$ cat src/rtl/mosi_spi_fifo_tx.sv
// FIFO-fed MOSI SPI transmitter with CS/DC framing for the SSD1331 OLED link.
// Define MOSI_SPI_LSB_FIRST_EN to serialise bit 0 first; default is MSB first.
module mosi_spi_fifo_tx #(
    parameter int WIDTH  = 8,
    parameter int DEPTH  = 4,
    parameter int CS_GAP = 0
) (
    input  logic                   i_SCK,
    input  logic                   i_RST,
    input  logic [WIDTH-1:0]       i_DATA,
    input  logic                   i_DC,
    input  logic                   i_WR,
    output logic                   o_FULL,
    output logic                   o_EMPTY,
    output logic [$clog2(DEPTH):0] o_LEVEL,
    output logic                   o_OVERFLOW,
    output logic                   o_MOSI,
    output logic                   o_CS,
    output logic                   o_DC,
    output logic                   o_BUSY,
    output logic                   o_MOSI_FINAL_TX
);

    localparam int AW = $clog2(DEPTH);
    localparam int LW = AW + 1;
    localparam int CW = $clog2(WIDTH);
    localparam logic [CW-1:0] CNT_MAX  = CW'(WIDTH - 1);
    localparam logic [3:0]    GAP_LOAD = (CS_GAP > 0) ? 4'(CS_GAP - 1) : 4'd0;
    localparam bit            STREAM   = (CS_GAP == 0);

`ifdef MOSI_SPI_LSB_FIRST_EN
    localparam int FIRST_BIT = 0;
    function automatic logic [WIDTH-1:0] advance(input logic [WIDTH-1:0] v);
        return v >> 1;
    endfunction
`else
    localparam int FIRST_BIT = WIDTH - 1;
    function automatic logic [WIDTH-1:0] advance(input logic [WIDTH-1:0] v);
        return v << 1;
    endfunction
`endif

    typedef struct packed {
        logic             dc;
        logic [WIDTH-1:0] data;
    } entry_t;

    typedef enum logic [1:0] {IDLE, SHIFT, GAP} state_t;

    entry_t          mem [DEPTH];
    entry_t          head;
    logic [AW-1:0]   wr_ptr_q, wr_ptr_d, rd_ptr_q, rd_ptr_d;
    logic [LW-1:0]   level_q, level_d;
    logic            full_q, full_d, empty_q, empty_d, overflow_q, overflow_d;
    logic            push, pop;

    state_t          state_q, state_d;
    logic [WIDTH-1:0] shreg_q, shreg_d;
    logic [CW-1:0]   cnt_q, cnt_d;
    logic [3:0]      gap_q, gap_d;
    logic            cs_q, cs_d, mosi_q, mosi_d, dc_q, dc_d;

    assign push = i_WR && !full_q;
    assign head = mem[rd_ptr_q];

    // NOTE: storage is deliberately not reset; reset only clears pointers and level,
    // and an entry is never read before it has been written.
    always_ff @(posedge i_SCK) begin
        if (push) begin
            mem[wr_ptr_q] <= '{dc: i_DC, data: i_DATA};
        end
    end

    always_comb begin
        // NOTE: every variable gets a default first so no path can infer a latch.
        wr_ptr_d   = wr_ptr_q;
        rd_ptr_d   = rd_ptr_q;
        level_d    = level_q;
        overflow_d = overflow_q || (i_WR && full_q);
        if (push) wr_ptr_d = wr_ptr_q + AW'(1);
        if (pop)  rd_ptr_d = rd_ptr_q + AW'(1);
        case ({push, pop})
            2'b10:   level_d = level_q + LW'(1);
            2'b01:   level_d = level_q - LW'(1);
            default: level_d = level_q;
        endcase
        full_d  = (level_d == LW'(DEPTH));
        empty_d = (level_d == '0);
    end

    always_comb begin
        state_d = state_q;
        shreg_d = shreg_q;
        cnt_d   = cnt_q;
        gap_d   = gap_q;
        cs_d    = cs_q;
        mosi_d  = mosi_q;
        dc_d    = dc_q;
        pop     = 1'b0;

        case (state_q)
            IDLE: pop = !empty_q;
            SHIFT: begin
                if (cnt_q != '0) begin
                    cnt_d   = cnt_q - CW'(1);
                    mosi_d  = shreg_q[FIRST_BIT];
                    shreg_d = advance(shreg_q);
                end else if (STREAM && !empty_q) begin
                    pop = 1'b1;
                end else begin
                    cs_d   = 1'b1;
                    mosi_d = 1'b0;
                    if (STREAM) begin
                        state_d = IDLE;
                    end else begin
                        state_d = GAP;
                        gap_d   = GAP_LOAD;
                    end
                end
            end
            GAP: begin
                // The last gap cycle doubles as the idle decision so CS stays high exactly CS_GAP cycles.
                if (gap_q != '0) begin
                    gap_d = gap_q - 4'd1;
                end else if (!empty_q) begin
                    pop = 1'b1;
                end else begin
                    state_d = IDLE;
                end
            end
            default: state_d = IDLE;
        endcase

        if (pop) begin
            state_d = SHIFT;
            cnt_d   = CNT_MAX;
            cs_d    = 1'b0;
            dc_d    = head.dc;
            mosi_d  = head.data[FIRST_BIT];
            shreg_d = advance(head.data);
        end
    end

    // NOTE: sequential state uses non-blocking assignments only, so every flop samples pre-edge values.
    always_ff @(posedge i_SCK) begin
        if (i_RST) begin
            wr_ptr_q   <= '0;
            rd_ptr_q   <= '0;
            level_q    <= '0;
            full_q     <= 1'b0;
            empty_q    <= 1'b1;
            overflow_q <= 1'b0;
            state_q    <= IDLE;
            shreg_q    <= '0;
            cnt_q      <= '0;
            gap_q      <= '0;
            cs_q       <= 1'b1;
            mosi_q     <= 1'b0;
            dc_q       <= 1'b0;
        end else begin
            wr_ptr_q   <= wr_ptr_d;
            rd_ptr_q   <= rd_ptr_d;
            level_q    <= level_d;
            full_q     <= full_d;
            empty_q    <= empty_d;
            overflow_q <= overflow_d;
            state_q    <= state_d;
            shreg_q    <= shreg_d;
            cnt_q      <= cnt_d;
            gap_q      <= gap_d;
            cs_q       <= cs_d;
            mosi_q     <= mosi_d;
            dc_q       <= dc_d;
        end
    end

    assign o_FULL          = full_q;
    assign o_EMPTY         = empty_q;
    assign o_LEVEL         = level_q;
    assign o_OVERFLOW      = overflow_q;
    assign o_MOSI          = mosi_q;
    assign o_CS            = cs_q;
    assign o_DC            = dc_q;
    assign o_BUSY          = (state_q != IDLE);
    assign o_MOSI_FINAL_TX = (state_q == SHIFT) && (cnt_q == '0);

endmodule

$ cat config.mk
export PLATFORM = sky130hd
export DESIGN_NAME = mosi_spi_fifo_tx
export DESIGN_NICKNAME = d
export VERILOG_FILES = /design/src/rtl/mosi_spi_fifo_tx.sv
export SDC_FILE = /design/constraint.sdc
export NUM_CORES = 1
export LEC_CHECK = 0
export ABC_CLOCK_PERIOD_IN_PS = 3400
export BUFFER_PORTS_ARGS = -buffer_cell sky130_fd_sc_hd__buf_2
export CAP_MARGIN = 30
export CORE_ASPECT_RATIO = 1.75
export CORE_MARGIN = 1.5
export CORE_UTILIZATION = 55
export CTS_CLUSTER_DIAMETER = 200
export DETAILED_ROUTE_END_ITERATION = 7
export PLACE_DENSITY_LB_ADDON = 0.2
export REMOVE_ABC_BUFFERS = 1
export SYNTH_ARGS = -nofsm -noshare
export SYNTH_HDL_FRONTEND = slang
export SYNTH_SLANG_ARGS = --single-unit
export TNS_END_PERCENT = 100
$ cat constraint.sdc
create_clock -name i_SCK -period 3.4 [get_ports i_SCK]
set_clock_uncertainty 0.15 [all_clocks]
set_input_delay 0.17 -clock i_SCK [delete_from_list [all_inputs] [get_ports i_SCK]]
set_output_delay 0.17 -clock i_SCK [all_outputs]
set_load 0.05 [all_outputs]
# Yosys cells after proc, flatten, opt, wreduce, memory -nomap -nowiden
# Memories as Yosys holds them, arrays and structs flattened. A register that Yosys moved wholly into a read port is not among the register bits.
# Cells that the tools add are included.
# totals
inputBits,12
wordCells,84
rom_bits,0
mem_bits_rw,36
out_inout_bits,11
latchBits,0
reg_bits,29
mem_count,1
# mem_list
name,depth,word_bits,read_ports,rd_clocked_by_memory_dff,wr,line_no,text
mem,4,9,1,1,1,50,entry_t mem [DEPTH];
# op_classes
n_addsub,6
multipliers,0
n_lt_le_gt_ge,0
n_reduce_logical,23
muxes,28
shifts,0
div_mod_pow,0
n_eq_ne,11
n_bitwise,1
# ops
operator,count
8-bit two-way mux,3
1-bit two-way mux,14
2-bit two-way mux,5
3-bit two-way mux,3
3-bit AND reduction,3
2-bit != test (second input constant),4
2-bit nonzero test,4
3-bit logical NOT,2
3-bit != test (second input constant),2
2-bit one-hot mux with 3 select lines,1
3-bit one-hot mux with 2 select lines,1
2-bit AND reduction,3
3-bit nonzero test,2
3-bit by 1-bit subtractor with 3-bit output (second input constant),2
2-bit by 1-bit adder with 2-bit output (second input constant),2
2-bit by 1-bit == test with 1-bit output (second input constant),2
2-bit == test (second input constant),2
4-bit nonzero test,1
4-bit by 1-bit subtractor with 4-bit output (second input constant),1
3-bit by 1-bit adder with 3-bit output (second input constant),1
3-bit == test (second input constant),1
1-bit logical AND,3
1-bit one-hot mux with 3 select lines,1
1-bit logical NOT,2
4 further kinds,4

# Depth between registers and ports, before layout
# depth
ltp_word,6
ltp_mapped,11
ltp_nobuf,11

# Least setup slack after synthesis
# Ideal clock, no wire load.
# synth_path
kind,reg2reg
from,register cnt_q[0]
to,register full_q (netlist: o_FULL)
stages_incl_launch_ff,12
arrival_time_ns,2.310
path_slack_ns,0.818
t_required_ns,3.129
synth_period_minus_slack_ns,2.582
path_buffers,0
setup_ns,0.121
path_cell_list,dfxtp_1 -> inv_1 -> ha_1 -> nand2b_2 -> a21oi_4 -> ha_1 -> inv_1 -> fa_1 -> xor2_1 -> nor2_1 -> mux2_2 -> nor2b_1
# synth_via
elab_chain_cells,6
word_cells_on_any_way,7
classes_between,3 x eq/ne; 3 x mux; 1 x reduce/logical
# synth_rtl
item,line_no,text
start: declaration,59,"logic [CW-1:0] cnt_q, cnt_d;"
start signal: assignment,169,cnt_q <= cnt_d;
3-bit nonzero test (*),104,if (cnt_q != '0) begin
1-bit two-way mux (*),104,
1-bit one-hot mux with 3 select lines (*),101,case (state_q)
2-bit by 1-bit == test with 1-bit output or 2-bit == test (tied branches),82,"case ({push, pop})"
3-bit one-hot mux with 2 select lines (*),82,
3-bit == test (*),87,full_d = (level_d == LW'(DEPTH));
end signal: assignment,164,full_q <= full_d;
end: declaration,54,"logic full_q, full_d, empty_q, empty_d, overflow_q, overflow_d;"
# Mark *: on every way between the ends. The rest lies on a longest branch, timed or not.
# A chain may end at the register's enable or synchronous reset.

# Worst setup path in the final report
# Same ends and word-level chain as after synthesis.

==> results.sh <==
export IMPL_worst_setup_path_start_kind="register"
export IMPL_min_period_ps=2770
export IMPL_hold_viol_final=0
export IMPL_p_sw_share_pct=37.9
export IMPL_netlist_instances=199
export IMPL_synthFlopType="edfxtp_1"
export IMPL_whs_ps=137
export IMPL_dp_slack_ps=616
export IMPL_cts_tree="built"
export IMPL_grt_setup_unrepaired="false"
export IMPL_syn_area_mm2=0.00255
export IMPL_syn_avg_cell_area_um2=12.8
export IMPL_antenna_left=0
export IMPL_mostFrequentLayoutCell="edfxtp_1"
export IMPL_cts_buffers_inserted=9
export IMPL_async_flop_share_pct=0
export IMPL_fin_tns_setup_ps=0
export IMPL_power_density_mw_per_mm2=850
export IMPL_synth_compound_area_share_pct=9.26
export IMPL_die_area_mm2=0.00508
export IMPL_ctsLongestPathBuffers=2
export IMPL_die_h_um=93.2
export IMPL_hp_class="in2reg"
export IMPL_grt_max_degree=25
export IMPL_timing_worst_slew_pin_value_ps=909
export IMPL_pwr_share_clk_pct=20.8
export IMPL_clockRootBuffer="clkbuf_8"
export IMPL_muxShareOfSynthArea_pct=7.35
export IMPL_grt_pass1_wl_um=6950
export IMPL_outcome="complete, no violations"
export IMPL_drv_slew=0
export IMPL_seq_area_mm2=0.00160
export IMPL_first_iter_violations=32
export IMPL_num_rows=32
export IMPL_required_ps=3470
export IMPL_synth_top_family_by_area="simple AND/OR/NAND/NOR gates"
export IMPL_drc=0
export IMPL_core_area_mm2=0.00444
export IMPL_initial_utilization_pct=57.5
export IMPL_fmax_mhz=361
export IMPL_layout_cells_non_filler=289
export IMPL_place_hpwl_um=2870
export IMPL_postLayoutCoreUtil_pct=65.9
export IMPL_antenna_cells=0
export IMPL_final_cell_area_mm2=0.00293
export IMPL_ios=23
export IMPL_power_switching_mw=0.943
export IMPL_seqPwrFrac_pct=44.5
export IMPL_clock_latency_ps=330
export IMPL_die_w_um=54.5
export IMPL_drive_above_1_share_pct=21.8
export IMPL_setup_violations_final=0
export IMPL_yosys_warnings=0
export IMPL_overflow=0
export IMPL_io_buffers=22
export IMPL_post_cts_setup_buffer_count=0
export IMPL_yosys_area_share_simple_pct=10.9
export IMPL_crit_arrival_ps=2840
export IMPL_yosys_area_share_xor_xnor_pct=1.37
export IMPL_drv_cap=0
export IMPL_grt_use_total_pct=19.4
export IMPL_most_common_layout_cells="edfxtp_1, nor2_1, dfxtp_1, buf_2, mux2i_1"
export IMPL_max_vdd_ir_drop_v=0.000559
export IMPL_synth_edf_count=36
export IMPL_ys_seq_elements=62
export IMPL_fin_crit_sh_pct=81.6
export IMPL_cts_sinks=62
export IMPL_slew_headroom_pct=39.3
export IMPL_synth_fa_ha_area_share_pct=4.21
export IMPL_p_leak_nw=1.09
export IMPL_dp_cells=263
export IMPL_antenna_found_initial=0
export IMPL_finalNetCount=253
export IMPL_end_kind="register"
export IMPL_num_vias=1574
export IMPL_post_dp_cell_area_mm2=0.00267
export IMPL_gp_congestion=0.749
export IMPL_combPwrFrac_pct=34.7
export IMPL_routed_wl_um=4270
export IMPL_p_int_mw=1.54
export IMPL_ys_types=40
export IMPL_nFillCells=347
export IMPL_setup_slack_ps=627
export IMPL_grt_pass1_vias=1592
export IMPL_multi_input_area_um2=845
export IMPL_syn_to_final_growth_pct=14.5
export IMPL_cts_clk_slew_worst_paths_ps=60
export IMPL_viasPerCell=5.45
export IMPL_wire_per_inst_um=14.8
export IMPL_critical_path_class="reg2reg"
export IMPL_cts_htree_levels=3
export IMPL_dr_pass1_iters=4
export IMPL_cp_max_fo=5
export IMPL_finalPower_mw=2.49
export IMPL_ys_seq_area_share_pct=62.7
-- state kept, by name, indices dropped and copies added, names as in the netlist, named ones only --
register and count:
state_q 1, o_OVERFLOW 1, o_EMPTY 1, cnt_q 3
o_LEVEL 3, mem 36, o_DC 1, o_FULL 1
o_CS 1, rd_ptr_q 2, wr_ptr_q 2, shreg_q 7
o_MOSI 1
-- path summary, 6_finish.rpt --
kind / from / to / slack (ps) / cells after the start
min: i_RST / rd_ptr_q[0]$_SDFFE_PP0P_ / 140 / 2
min reg2reg: o_OVERFLOW$_SDFF_PP0_ / o_OVERFLOW$_SDFF_PP0_ / 330 / 2
max reg2reg: cnt_q[0]$_SDFFE_PP0P_ / o_FULL$_SDFF_PP0_ / 630 / 11
max: cnt_q[0]$_SDFFE_PP0P_ / o_FULL$_SDFF_PP0_ / 630 / 11
-- critical path, cell delays in order (launching register included) --
cell	delay (ps)
dfxtp_1	330
inv_1	80
ha_1	280
nand2b_2	150
a21oi_4	230
ha_1	230
inv_1	70
fa_1	400
xor2_1	170
nor2_1	90
mux2_2	360
nor2b_1	130
-- per-layer routing --
layer  vias to the layer above  GRT usage [%]  part of all wire, %
met1                       761           20.8                   40
li1                        767              -                    -
met5                         -              0                    0
met3                        10           4.79                  3.5
met2                        36           33.8                   54
met4                         0           8.96                  2.0
-- cells by family (layout without fill, tap and decap cells) --
kind of cell,after synthesis,in the layout
buf+inv,22,61
mux,16,16
compound gates,30,30
fa+ha+maj,8,8
xor+xnor,4,4
simple gates,57,57
flops,62,62
-- what timing repair did --
| action | in CTS | in global routing |
|---|---|---|
| endpoints found under the hold margin | 37 | 0 |
| resized for setup | 0 | 0 |
| hold buffers | 10 | 0 |
-- final cells by class --
class,instances,area share (%)
clock inverter,6,1.03
clock buffer,10,4.36
tap,51,2.18
inverter,13,1.67
sequential,62,54.7
multi-input combinational,115,28.9
timing repair buffer,32,7.18
-- power by group through the flow --
| stage | registers (mW) | clock network, mW | logic, mW |
|---|---|---|---|
| floorplan | 1.24 | 0 | 0.533 |
| finish | 1.11 | 0.517 | 0.862 |
| detailed placement | 1.12 | 0 | 0.861 |
| global route | 1.13 | 0.555 | 0.955 |
| CTS | 1.11 | 0.530 | 0.875 |
| global placement | 1.11 | 0 | 0.821 |
-- Yosys cell counts (all sizes together), types with 2 or more instances --
library cell	instances	share of area, %
nand2b	2	0.59
ha	7	3.4
nor2	26	3.8
a21oi	12	3.2
o21ai	2	0.39
inv	13	1.9
mux4	2	1.8
and2	4	0.98
mux2i	12	4.7
nor3	7	1.8
nand2	10	1.6
clkbuf	5	0.73
o221ai	6	2.3
mux2	2	0.88
nor2b	5	1.2
edfxtp	36	42
dfxtp	26	20
buf	4	1.6
xnor2	3	1.0
a211oi	4	1.6
(Power assumes the default switching activity.)
